### src/rtl/wb_cpu_master_pkg.sv
// Shared definitions for the 6502-side Wishbone initiator: FSM encoding,
// default bus widths and the TIA register addresses used by benches and CPU glue.
package wb_cpu_master_pkg;

  localparam int WB_DATA_WIDTH_DEF = 8;
  localparam int WB_ADDR_WIDTH_DEF = 7;

  typedef enum logic [1:0] {
    ST_IDLE   = 2'd0,
    ST_STROBE = 2'd1,
    ST_WAIT   = 2'd2
  } state_e;

  // TIA registers whose strobes have side effects or that are commonly polled
  localparam logic [6:0] TIA_WSYNC = 7'h02;
  localparam logic [6:0] TIA_HMOVE = 7'h2A;
  localparam logic [6:0] TIA_INPT4 = 7'h0C;

endpackage

### src/rtl/wb_cpu_master_timeout_ctr.sv
// WAIT-state watchdog for wb_cpu_master; only built when WB_TIMEOUT_EN is defined.
// Clears on load, counts WAIT cycles, flags expiry on the TIMEOUT_CYCLES-th one.
`ifdef WB_TIMEOUT_EN
module wb_cpu_master_timeout_ctr #(
  parameter int TIMEOUT_CYCLES = 15
) (
  input  logic clk_i,
  input  logic rst_ni,
  input  logic load_i,
  input  logic count_i,
  output logic expire_o
);

  localparam int CNT_W = (TIMEOUT_CYCLES > 16) ? $clog2(TIMEOUT_CYCLES) : 4;
  localparam logic [CNT_W-1:0] LAST = CNT_W'(TIMEOUT_CYCLES - 1);

  logic [CNT_W-1:0] cnt_q, cnt_d;

  always_comb begin
    cnt_d = cnt_q;
    if (load_i) begin
      cnt_d = '0;
    end else if (count_i && (cnt_q != LAST)) begin
      cnt_d = cnt_q + 1'b1;
    end
  end

  always_ff @(posedge clk_i or negedge rst_ni) begin
    if (!rst_ni) begin
      cnt_q <= '0;
    end else begin
      cnt_q <= cnt_d;
    end
  end

  // cnt_q is 0 in the first WAIT cycle, so LAST marks the TIMEOUT_CYCLES-th one
  assign expire_o = count_i && (cnt_q == LAST);

endmodule
`endif

### src/rtl/wb_cpu_master.sv
// Single-transaction Wishbone initiator between the 6502 core and TIA/RIOT/RAM.
// Optional ack watchdog enabled by defining WB_TIMEOUT_EN.
module wb_cpu_master
  import wb_cpu_master_pkg::*;
#(
  parameter int WB_DATA_WIDTH  = WB_DATA_WIDTH_DEF,
  parameter int WB_ADDR_WIDTH  = WB_ADDR_WIDTH_DEF,
  parameter int TIMEOUT_CYCLES = 15
) (
  input  logic                     clk_i,
  input  logic                     rst_ni,
  input  logic                     req_i,
  input  logic                     req_we_i,
  input  logic [WB_ADDR_WIDTH-1:0] req_adr_i,
  input  logic [WB_DATA_WIDTH-1:0] req_dat_i,
  output logic                     req_rdy_o,
  output logic                     rsp_valid_o,
  output logic [WB_DATA_WIDTH-1:0] rsp_dat_o,
  output logic                     rsp_err_o,
  input  logic                     stall_i,
  output logic                     cyc_o,
  output logic                     stb_o,
  output logic                     we_o,
  output logic [WB_ADDR_WIDTH-1:0] adr_o,
  output logic [WB_DATA_WIDTH-1:0] dat_o,
  input  logic                     ack_i,
  input  logic [WB_DATA_WIDTH-1:0] dat_i
);

  state_e                   state_q, state_d;
  logic                     run_q;
  logic                     cyc_q, cyc_d;
  logic                     stb_q, stb_d;
  logic                     we_q, we_d;
  logic [WB_ADDR_WIDTH-1:0] adr_q, adr_d;
  logic [WB_DATA_WIDTH-1:0] dat_q, dat_d;
  logic                     rsp_valid_q, rsp_valid_d;
  logic [WB_DATA_WIDTH-1:0] rsp_dat_q, rsp_dat_d;
  logic                     rsp_err_q, rsp_err_d;
  logic                     accept;
  logic                     expire;

  // run_q keeps req_rdy_o low while reset is asserted
  assign req_rdy_o = run_q && (state_q == ST_IDLE) && !stall_i;
  assign accept    = req_i && req_rdy_o;

`ifdef WB_TIMEOUT_EN
  wb_cpu_master_timeout_ctr #(
    .TIMEOUT_CYCLES(TIMEOUT_CYCLES)
  ) u_timeout (
    .clk_i   (clk_i),
    .rst_ni  (rst_ni),
    .load_i  ((state_q == ST_STROBE) && !ack_i),
    .count_i (state_q == ST_WAIT),
    .expire_o(expire)
  );
`else
  // Without the watchdog an abort can never be raised; WAIT lasts until ack_i
  assign expire = (TIMEOUT_CYCLES < 0);
`endif

  always_comb begin
    state_d     = state_q;
    cyc_d       = cyc_q;
    stb_d       = 1'b0;
    we_d        = we_q;
    adr_d       = adr_q;
    dat_d       = dat_q;
    rsp_valid_d = 1'b0;
    rsp_dat_d   = rsp_dat_q;
    rsp_err_d   = rsp_err_q;
    unique case (state_q)
      ST_IDLE: begin
        if (accept) begin
          state_d = ST_STROBE;
          cyc_d   = 1'b1;
          stb_d   = 1'b1;
          we_d    = req_we_i;
          adr_d   = req_adr_i;
          dat_d   = req_dat_i;
        end
      end
      ST_STROBE, ST_WAIT: begin
        // ack beats a simultaneous expiry
        if (ack_i) begin
          state_d     = ST_IDLE;
          cyc_d       = 1'b0;
          rsp_valid_d = 1'b1;
          rsp_err_d   = 1'b0;
          if (!we_q) begin
            rsp_dat_d = dat_i;
          end
        end else if (expire) begin
          state_d     = ST_IDLE;
          cyc_d       = 1'b0;
          rsp_valid_d = 1'b1;
          rsp_err_d   = 1'b1;
          rsp_dat_d   = '0;
        end else begin
          state_d = ST_WAIT;
        end
      end
      default: begin
        state_d = ST_IDLE;
        cyc_d   = 1'b0;
      end
    endcase
  end

  always_ff @(posedge clk_i or negedge rst_ni) begin
    if (!rst_ni) begin
      state_q     <= ST_IDLE;
      run_q       <= 1'b0;
      cyc_q       <= 1'b0;
      stb_q       <= 1'b0;
      we_q        <= 1'b0;
      adr_q       <= '0;
      dat_q       <= '0;
      rsp_valid_q <= 1'b0;
      rsp_dat_q   <= '0;
      rsp_err_q   <= 1'b0;
    end else begin
      state_q     <= state_d;
      run_q       <= 1'b1;
      cyc_q       <= cyc_d;
      stb_q       <= stb_d;
      we_q        <= we_d;
      adr_q       <= adr_d;
      dat_q       <= dat_d;
      rsp_valid_q <= rsp_valid_d;
      rsp_dat_q   <= rsp_dat_d;
      rsp_err_q   <= rsp_err_d;
    end
  end

  assign cyc_o       = cyc_q;
  assign stb_o       = stb_q;
  assign we_o        = we_q;
  assign adr_o       = adr_q;
  assign dat_o       = dat_q;
  assign rsp_valid_o = rsp_valid_q;
  assign rsp_dat_o   = rsp_dat_q;
  assign rsp_err_o   = rsp_err_q;

endmodule

### config.mk
export PLATFORM = sky130hd
export DESIGN_NAME = wb_cpu_master
export DESIGN_NICKNAME = d
export VERILOG_FILES = /design/src/rtl/wb_cpu_master_pkg.sv /design/src/rtl/wb_cpu_master_timeout_ctr.sv /design/src/rtl/wb_cpu_master.sv
export SDC_FILE = /design/constraint.sdc
export NUM_CORES = 1
export LEC_CHECK = 0
export ABC_AREA = 1
export ABC_CLOCK_PERIOD_IN_PS = 1800
export BUFFER_PORTS_ARGS = -buffer_cell sky130_fd_sc_hd__buf_2
export CAP_MARGIN = 15
export CORE_ASPECT_RATIO = 1.1
export CORE_UTILIZATION = 44
export CTS_CLUSTER_DIAMETER = 80
export CTS_CLUSTER_SIZE = 30
export DETAILED_ROUTE_END_ITERATION = 7
export GPL_ROUTABILITY_DRIVEN = 0
export GPL_TIMING_DRIVEN = 0
export HOLD_SLACK_MARGIN = 0.12
export PLACE_DENSITY = 0.72
export SLEW_MARGIN = 20
export SYNTH_ARGS = -nofsm -noshare
export SYNTH_HDL_FRONTEND = slang
export SYNTH_HIERARCHICAL = 1
export SYNTH_SLANG_ARGS = --single-unit
### constraint.sdc
create_clock -name clk_i -period 1.8 [get_ports clk_i]
set_input_delay 0.36 -clock clk_i [delete_from_list [all_inputs] [get_ports clk_i]]
set_output_delay 0.36 -clock clk_i [all_outputs]
set_load 0.005 [all_outputs]
==> run summary, run 1 <==
Clock latency on the worst-skew pair: 310 ps
Yosys top cell area share: 59.7%
R2R depth: 8
Tmin final: 1670 ps
Number of flops mapped to enable cells by yosys: 0
DR pass1 iterations: 4
Pin count of the biggest net entering global routing: 31
Max-slew headroom: 57.4%
Top delay family on crit path: flip-flops
Crit. Startpoint: state_q[1]
Core ar.: 2590 um2
FP Rows: 19
Port buffer count: 56
Total power: 0.00240 W
DR DRC count: 0
Reg2reg end: rsp_dat_o[0]
Fin Clk Skew: 5.02 ps
CTS tree: done
Synthesized Nets: 165
Top_reg_cell synth: dfrtp_1
DIE AREA: 3080 um2
Outcome: completed
CP startpoint kind: register
Area leader, netlist: dfrtp_1
Setup TNS: 0 ps
Crit path largest cell delay: 410 ps
GRT Util Overall: 17.7%
Ys Warns: 6
HP Start: req_adr_i[3]
Sw Ratio: 33.7%
Core Util, Final: 63.6%
Crit end category: output pin
Reg2Reg Setup Slack: 160 ps
CP max FO: 5
Largest cells by area after synthesis: dfrtp_1, nand2_1, o21ai_2
Cell with the most instances after synthesis: nand2_1
Routed Antenna Nets: 0
Crit path capture: req_rdy_o
Final Hold Vio Count: 0
Clock Sinks: 30
Reg clk slew, reported paths: 90 ps
Number of vias per cell: 4.61
Initial Utilization: 48.5%
Ant. Diodes: 0
Internal power: 0.00159 W
WS Path Type: register to output pin
Netlist cell types: 17
Lkg Pwr: 1.00 nW
Syn-to-layout area delta: 31.1%
Worst Max-Slew Pin Slew: 639 ps
Cell count after synthesis: 134
Setup violations, final: 0
Mean Syn Cell Area: 9.38 um2
CTS root buffer: clkbuf_4
Placement Cell Area: 1580 um2
#FFs+latches synth: 30
First-pass GRT wire length: 3.95 mm
Vias in the first global route: 994
Vias post-DR: 1060
DP Wirelength: 1.85 mm
WP buf/inv: 2
CP max-delay cell: dfrtp_1
Post-synth top cells: nand2_1, dfrtp_1, inv_1, o21ai_2, buf_6
CTS buffer count: 5
Final max-slew violation count: 0
GRT overflow: 0
Async S/R FF share, synth: 100%
Cell chain of the critical path: inv_1 -> ha_2 -> nand2_2 -> nor2_4 -> buf_2
Ports: 58
Max IR drop VDD: 992 uV
Net switching power: 0.000811 W
Initial drt markers: 12
Hold WC Path Type: input port to register
Nets: 229
RSZ-0062 raised after global routing: false
DP Cell Count: 221
Non-Filler Instances: 230
Worst Path Arrival: 1310 ps
Max Buffers Root-to-Sink: 2
DR WL/cell: 10.6 um
Sequential fraction of design power: 46.1%
Total Wirelength: 2.44 mm
Tcrit/Tclk final: 93.0%
Clk network pwr share: 16.5%
Register area share after synthesis: 59.7%
Die H: 58.1 um
Share of cells above drive strength 1: 41.2%
Max cap viols: 0
Initial antenna violation count: 0
CP required: 1440 ps
Worst reg2reg path startpoint: state_q[1]
Die X: 53.0 um
Part of the power in combinational logic: 37.3%
Pwr dens: 1460 nW/um2
H-tree lvl count: 2
Design Area, Final: 1650 um2
Synthesized area: 1260 um2
Fmax: 597 MHz
Number of cells on the critical path: 5
-- cell usage in the layout (no fill, tap or decap) --
master / synthesis / layout
nor2_4: 1 / 1
nand2_2: 2 / 2
nor2_1: 1 / 1
clkinv_2: 0 / 1
ha_1: 2 / 1
buf_8: 1 / 1
a21oi_1: 2 / 2
inv_2: 1 / 1
nand2_1: 63 / 63
clkbuf_8: 0 / 1
o21ai_2: 8 / 8
clkbuf_4: 0 / 5
dfrtp_1: 30 / 30
buf_4: 1 / 1
buf_6: 3 / 3
nand3_1: 2 / 2
inv_1: 13 / 13
ha_2: 0 / 1
dlygate4sd3_1: 0 / 1
clkbuf_1: 0 / 1
clkbuf_2: 1 / 1
buf_2: 0 / 56
conb_1: 2 / 2
or2_1: 1 / 1
-- worst reg2reg max path, cell delays in order (launching register included) --
cell	delay (ps)
dfrtp_1	390
inv_1	60
ha_2	340
nand2_1	80
or2_1	220
clkbuf_2	160
buf_6	170
nand2_1	80
o21ai_2	50
-- state kept, by name (all words and copies together) (netlist names) --
register and count:
stb_o 1, we_o 1, run_q 1, adr_o 7, dat_o 8, state_q 2, cyc_o 1, rsp_dat_o 8
rsp_valid_o 1
-- routing by layer --
| metal | part of all wire [%] | up-vias | GRT usage (%) |
|---|---|---|---|
| met3 | 5.1 | 4 | 4.72 |
| met2 | 52 | 32 | 30.2 |
| met1 | 42 | 502 | 20.4 |
| li1 | - | 522 | - |
| met5 | 0 | - | 0 |
| met4 | 1.1 | 0 | 8.27 |
-- kinds of logic (layout without fill, tap and decap cells) --
family	Yosys count	after routing	synth area share, %
simple gates	70	70	22.3
flops	30	30	59.7
buf+inv	20	85	9.05
compound gates	10	10	6.37
fa+ha+maj	2	2	1.99
other cells	2	2	0.597
-- power by group through the flow --
stage	registers (W)	clock network, W	logic [W]
floorplan	0.00115	0	0.000463
global placement	0.00111	0	0.000876
detailed placement	0.00112	0	0.000904
CTS	0.00111	0.000415	0.000911
global route	0.00115	0.000440	0.00102
finish	0.00111	0.000398	0.000898
-- metrics by stage --
step	worst slack (ps)	hold slack (ps)
2_1_floorplan	351	64.4
3_3_place_gp	243	417
3_5_place_dp	211	422
4_1_cts	65.6	219
5_1_grt	51.7	227
6_report	125	238
-- final cells by class --
class                   count  area, um2
flip-flops and latches     30        751
plain buffers               6       61.3
well taps                  31       38.8
fillers                   240        942
clock buffers               7       55.1
inverters                  14       52.6
repair buffers             57        290
multi-input cells          84        395
clock inverters             1       5.00
-- repair_timing --
item	CTS	global route
resized for setup	0	1
hold endpoints to repair	30	0
hold buffers	1	0
setup endpoints to repair	0	1
buffers inserted	0	0
-- worst min-delay path by stage --
stage                             end  slack, ps  depth (start not counted)
after floorplan              adr_o[0]         60                          0
after global placement       adr_o[1]        420                          1
after detailed placement  rsp_valid_o        420                          1
after CTS                    adr_o[3]        220                          3
after global routing         adr_o[5]        230                          3
final                        adr_o[3]        240                          3
No activity file was read; power rests on OpenSTA's default activity.
==> inputs of run 2 (changes only) <==
--- a/config.mk
+++ b/config.mk
@@ -16,5 +16,4 @@
 export DETAILED_ROUTE_END_ITERATION = 7
 export GPL_ROUTABILITY_DRIVEN = 0
-export GPL_TIMING_DRIVEN = 0
 export HOLD_SLACK_MARGIN = 0.12
 export PLACE_DENSITY = 0.72
==> constraint.sdc (replaced) <==
create_clock -name clk_i -period 1.8 [get_ports clk_i]
set_input_delay 0.09 -clock clk_i [delete_from_list [all_inputs] [get_ports clk_i]]
set_output_delay 0.09 -clock clk_i [all_outputs]
set_load 0.005 [all_outputs]
==> run 2 against run 1 <==
- sequential share of layout area decreased by 5.2 points
- worst hold slack lost 12 ps
- core utilization up 8.2 points
- clock-buffer cell count did not move
- clock power down 14%
- sequential power is essentially flat
- fmax decreased by 1.5%
- global-route usage up 3.8 points
- final area increased by 13%
- critical endpoint is now cyc_o
- largest cell class unchanged
==> run summary, run 2 (synthesis gave the netlist of run 1 again) <==
Setup violations, final: 0 (unchanged)
Outcome: completed
Initial antenna violation count: 0 (unchanged)
Worst Path Arrival: 1930 ps (+620 ps)
Clock Sinks: 30 (unchanged)
DIE AREA: 3080 um2 (unchanged)
Clk network pwr share: 14.3% (-2.2 points)
Routed Antenna Nets: 0 (unchanged)
RSZ-0062 raised after global routing: false
DR WL/cell: 11.0 um (+3.9%)
Tcrit/Tclk final: 94.5% (+1.4 points)
Placement Cell Area: 1520 um2 (-3.4%)
Part of the power in combinational logic: 39.1% (+1.8 points)
Commonest non-fill, non-tap cell in the layout: nand2_1
Core ar.: 2590 um2 (unchanged)
Port buffer count: 56 (unchanged)
H-tree lvl count: 2 (unchanged)
Hold WS: 226 ps (-11.9 ps)
Max IR drop VDD: 1000 uV (+1.1%)
Ports: 58 (unchanged)
Setup ws final: 99.7 ps (-25.8 ps)
Pin count of the biggest net entering global routing: 31 (unchanged)
Max-slew headroom: 57.5% (+0.091 points)
Vias in the first global route: 1121 (+13%)
CP required: 2030 ps (+590 ps)
Fin Clk Skew: 5.56 ps (+0.534 ps)
Ant. Diodes: 0 (unchanged)
Max Buffers Root-to-Sink: 2 (unchanged)
DR pass1 iterations: 3 (-1)
Total Wirelength: 2.76 mm (+13%)
Nets: 251 (+9.6%)
Tmin final: 1700 ps (+25.8 ps)
FP Rows: 19 (unchanged)
Final max-slew violation count: 0 (unchanged)
CTS root buffer: clkbuf_4
CTS tree: done
GRT Util Overall: 21.5% (+3.8 points)
WS Path Type: register to register
Post-CTS Setup Repair Bufs: 0 (unchanged)
Worst Max-Slew Pin Slew: 638 ps (-1.36 ps)
Fmax: 588 MHz (-1.5%)
Hold path depth: 5 (+2)
Initial drt markers: 17 (+5)
Initial Utilization: 48.5% (unchanged)
R2R depth: 7 (-1)
Design Area, Final: 1860 um2 (+13%)
Final Hold Vio Count: 0 (unchanged)
Max cap viols: 0 (unchanged)
Share of cells above drive strength 1: 34.1% (-7.1 points)
Clock latency on the worst-skew pair: 310 ps (about the same)
Total power: 0.00239 W (-0.48%)
First-pass GRT wire length: 4.73 mm (+20%)
Setup TNS: 0 ps (unchanged)
Pwr dens: 1290 nW/um2 (-12%)
DP Wirelength: 1.76 mm (-4.6%)
Crit end category: register
Lkg Pwr: 1.07 nW (+7.2%)
Pre-CTS setup slack: 128 ps (-82.3 ps)
Commonest non-fill, non-tap cells in the layout: nand2_1, buf_2, dfrtp_1, dlygate4sd3_1, inv_1
CP startpoint kind: register
CTS buffer count: 5 (unchanged)
Syn-to-layout area delta: 48.0%
Sw Ratio: 34.0% (+0.29 points)
Sequential fraction of design power: 46.6% (+0.5 points)
Number of vias per cell: 4.43 (-3.8%)
Net switching power: 0.000814 W (+0.37%)
Hold WC Path Type: input port to register
DR DRC count: 0 (unchanged)
CP max FO: 5 (unchanged)
GRT overflow: 0 (unchanged)
Die H: 58.1 um (unchanged)
Reg clk slew, reported paths: 80 ps (about the same)
Die X: 53.0 um (unchanged)
Vias post-DR: 1113 (+5.0%)
Internal power: 0.00158 W (-0.91%)
run 2: cell types whose count changed in the layout (fill, tap and decap cells not counted), sizes merged:
cell,change
clkinv,-1
clkbuf,-1
dlygate4sd3,+27
buf,-4
run 2: path summary, 6_finish.rpt:
path | startpoint | to | slack [ps]
worst max-delay path | state_q[0] | cyc_o | 100
worst min-delay path | stall_i | dat_o[0] | 230
worst max register to register | state_q[0] | cyc_o | 100
worst min register to register | dat_o[7] | dat_o[7] | 480
max in group asynchronous | rst_ni | dat_o[7] | 1040
min in group asynchronous | rst_ni | adr_o[1] | 330
run 2: what timing repair did:
item / CTS / global route
endpoints found under the setup margin: 0 / 5
endpoints found under the hold margin: 56 / 0
gates resized for setup: 0 / 2
hold buffers: 28 / 0
run 2: per-layer routing:
metal	vias up	global-route usage (%)	wire length (um)
li1	565	-	-
met1	507	25.6	1170
met5	-	0	0
met2	34	36.0	1420
met3	7	5.77	123
met4	0	9.77	50
run 2: area by class of cell:
| cell class | count | area, um2 |
|---|---|---|
| flip-flops and latches | 30 | 751 |
| fillers | 210 | 731 |
| repair buffers | 85 | 568 |
| multi-input cells | 84 | 405 |
| inverters | 14 | 52.6 |
| clock buffers | 7 | 45.0 |
| well taps | 31 | 38.8 |
run 2: worst max-delay path, cell delays in order, from the launching register on:
cell	delay, ps
dfrtp_1	400
inv_1	100
ha_4	170
nand2_2	60
nor2_4	100
nand3_1	70
dlygate4sd3_1	570
a21oi_1	150
run 2: power by group through the flow:
stage               Sequential [W]  Clock, W  Combinational (W)
detailed placement         0.00112         0           0.000864
global placement           0.00112         0           0.000830
floorplan                  0.00115         0           0.000463
global route               0.00116  0.000389            0.00106
CTS                        0.00111  0.000360           0.000911
finish                     0.00111  0.000341           0.000937
run 2: metrics by stage:
step / utilization, % / std cells
floorplan: - / 134
global placement: 58.8 / 216
detailed placement: 58.8 / 216
CTS: 71.3 / 251
global route: 71.8 / 251
finish: 71.8 / 251
==> inputs of run 3 (changes only) <==
Settings changed: BUFFER_PORTS_ARGS -buffer_cell sky130_fd_sc_hd__buf_2 to unset, DONT_BUFFER_PORTS set to 1, PLACE_DENSITY 0.72 to 0.55.
==> run 3 against run 2 <==
- sequential cell count did not move
- via count is 17% lower
- worst hold slack got worse by 18 ps
- sequential share of layout area up 5.3 points
- global-route usage down 3.0 points
- cell count fell by 21%
- critical path depth is the same
- clock power is 42% higher
- register-to-register slack hardly changed
- critical endpoint unchanged
- largest power group unchanged
- highest routed layer unchanged
==> run summary, run 3 (synthesis gave the netlist of run 1 again) <==
Outcome: completed
Ports: 58 (unchanged)
Vias in the first global route: 971 (-13%)
Setup violations, final: 0 (unchanged)
Top delay family on crit path: buffers and inverters
Fmax: 585 MHz (-0.45%)
Nets: 197 (-22%)
Max IR drop VDD: 1000 uV (-0.19%)
Cell chain of the critical path: inv_1 -> ha_4 -> nand2_2 -> nor2_4 -> nand3_1 -> dlygate4sd3_1 -> a21oi_1
Max Buffers Root-to-Sink: 2 (unchanged)
WS Path Type: register to register
Routed Antenna Nets: 0 (unchanged)
R2R depth: 7 (unchanged)
Pin count of the biggest net entering global routing: 31 (unchanged)
Initial Utilization: 48.5% (unchanged)
Clock Sinks: 30 (unchanged)
GRT overflow: 0 (unchanged)
Total Wirelength: 2.46 mm (-11%)
CTS tree: done
Commonest non-fill, non-tap cells in the layout: nand2_1, dfrtp_1, dlygate4sd3_1, inv_1, o21ai_2
Crit. Startpoint: state_q[0]
Reg2reg end: cyc_o
Final Hold Vio Count: 0 (unchanged)
Core Util, Final: 63.4% (-8.4 points)
DR pass1 iterations: 3 (unchanged)
Initial drt markers: 5 (-12)
Reg clk slew, reported paths: 90 ps (about the same)
Crit end category: register
Hold WC Path Type: input port to asynchronous set/reset pin
CP required: 2060 ps (+30 ps)
Final max-slew violation count: 0 (unchanged)
CP max FO: 5 (unchanged)
Worst reg2reg path startpoint: state_q[0]
Fin Clk Skew: 10.1 ps (+4.51 ps)
Pwr dens: 1390 nW/um2 (+7.8%)
Worst Path Arrival: 1960 ps (+30 ps)
H-tree lvl count: 2 (unchanged)
Hold WS: 208 ps (-17.7 ps)
DP Wirelength: 1.51 mm (-14%)
CP startpoint kind: register
Syn-to-layout area delta: 30.7%
Share of cells above drive strength 1: 14.4% (-20 points)
Number of vias per cell: 4.67 (+5.4%)
FP Rows: 19 (unchanged)
Core ar.: 2590 um2 (unchanged)
First-pass GRT wire length: 4.04 mm (-15%)
Reg2Reg Setup Slack: 90 ps (about the same)
Crit path largest cell delay: 570 ps (about the same)
Tmin final: 1710 ps (+7.77 ps)
Fillers: 222 (+5.7%)
Initial antenna violation count: 0 (unchanged)
CP max-delay cell: dlygate4sd3_1
Post-CTS Setup Repair Bufs: 0 (unchanged)
CTS root buffer: clkbuf_4
GRT Util Overall: 18.6% (-3.0 points)
Port buffer count: 0 (-100%)
Max cap viols: 0 (unchanged)
DIE AREA: 3080 um2 (unchanged)
Lkg Pwr: 0.867 nW (-19%)
Commonest non-fill, non-tap cell in the layout: nand2_1
Tcrit/Tclk final: 94.9% (+0.43 points)
WP buf/inv: 2 (unchanged)
DR DRC count: 0 (unchanged)
Clock latency on the worst-skew pair: 320 ps (about the same)
Die X: 53.0 um (unchanged)
Die H: 58.1 um (unchanged)
Ant. Diodes: 0 (unchanged)
CTS buffer count: 5 (unchanged)
Vias post-DR: 925 (-17%)
DR WL/cell: 12.4 um (+13%)
run 3: timing repair:
| item | in CTS | in global routing |
|---|---|---|
| resized for setup | 0 | 3 |
| setup endpoints to repair | 0 | 9 |
| hold buffers | 30 | 0 |
| hold endpoints to repair | 59 | 0 |
run 3: layout make-up:
class / instances / area [um2] / share of cell area (%)
Tap cell: 31 / 38.8 / 2.36
Clock buffer: 8 / 78.8 / 4.79
Timing Repair Buffer: 31 / 318 / 19.3
Inverter: 14 / 52.6 / 3.20
Sequential cell: 30 / 751 / 45.7
Multi-Input combinational cell: 84 / 405 / 24.7
run 3: power breakdown:
group / internal, W / total [W] / switching, W
combinational: 0.000276 / 0.000600 / 0.000323
sequential: 0.000967 / 0.00119 / 0.000227
clock: 0.000267 / 0.000485 / 0.000218
total: 0.00151 / 0.00228 / 0.000769
run 3: worst max-delay path by stage:
stage	end	cells past startpoint
2_1_floorplan	rsp_dat_o[0]	8
3_3_place_gp	rsp_dat_o[1]	6
3_5_place_dp	rsp_dat_o[1]	6
4_1_cts	cyc_o	7
5_1_grt	cyc_o	7
6_report	cyc_o	7
run 3: per-layer routing:
metal	global-route usage [%]	up-vias	part of all wire, %
li1	-	459	-
met1	18.4	425	40
met2	31.8	35	51
met3	8.14	6	7.2
met4	10.2	0	2.1
met5	0	-	0
run 3: stage by stage:
| step | TNS (ps) | cell area (um2) | setup slack, ps | cells | power (W) |
|---|---|---|---|---|---|
| floorplan | 0 | 1260 | 351 | 134 | 0.00161 |
| global placement | 0 | 1240 | 227 | 160 | 0.00168 |
| detailed placement | 0 | 1240 | 193 | 160 | 0.00171 |
| CTS | 0 | 1630 | 46.9 | 198 | 0.00227 |
| global route | -2.27 | 1640 | -2.27 | 198 | 0.00247 |
| finish | 0 | 1640 | 91.9 | 198 | 0.00228 |
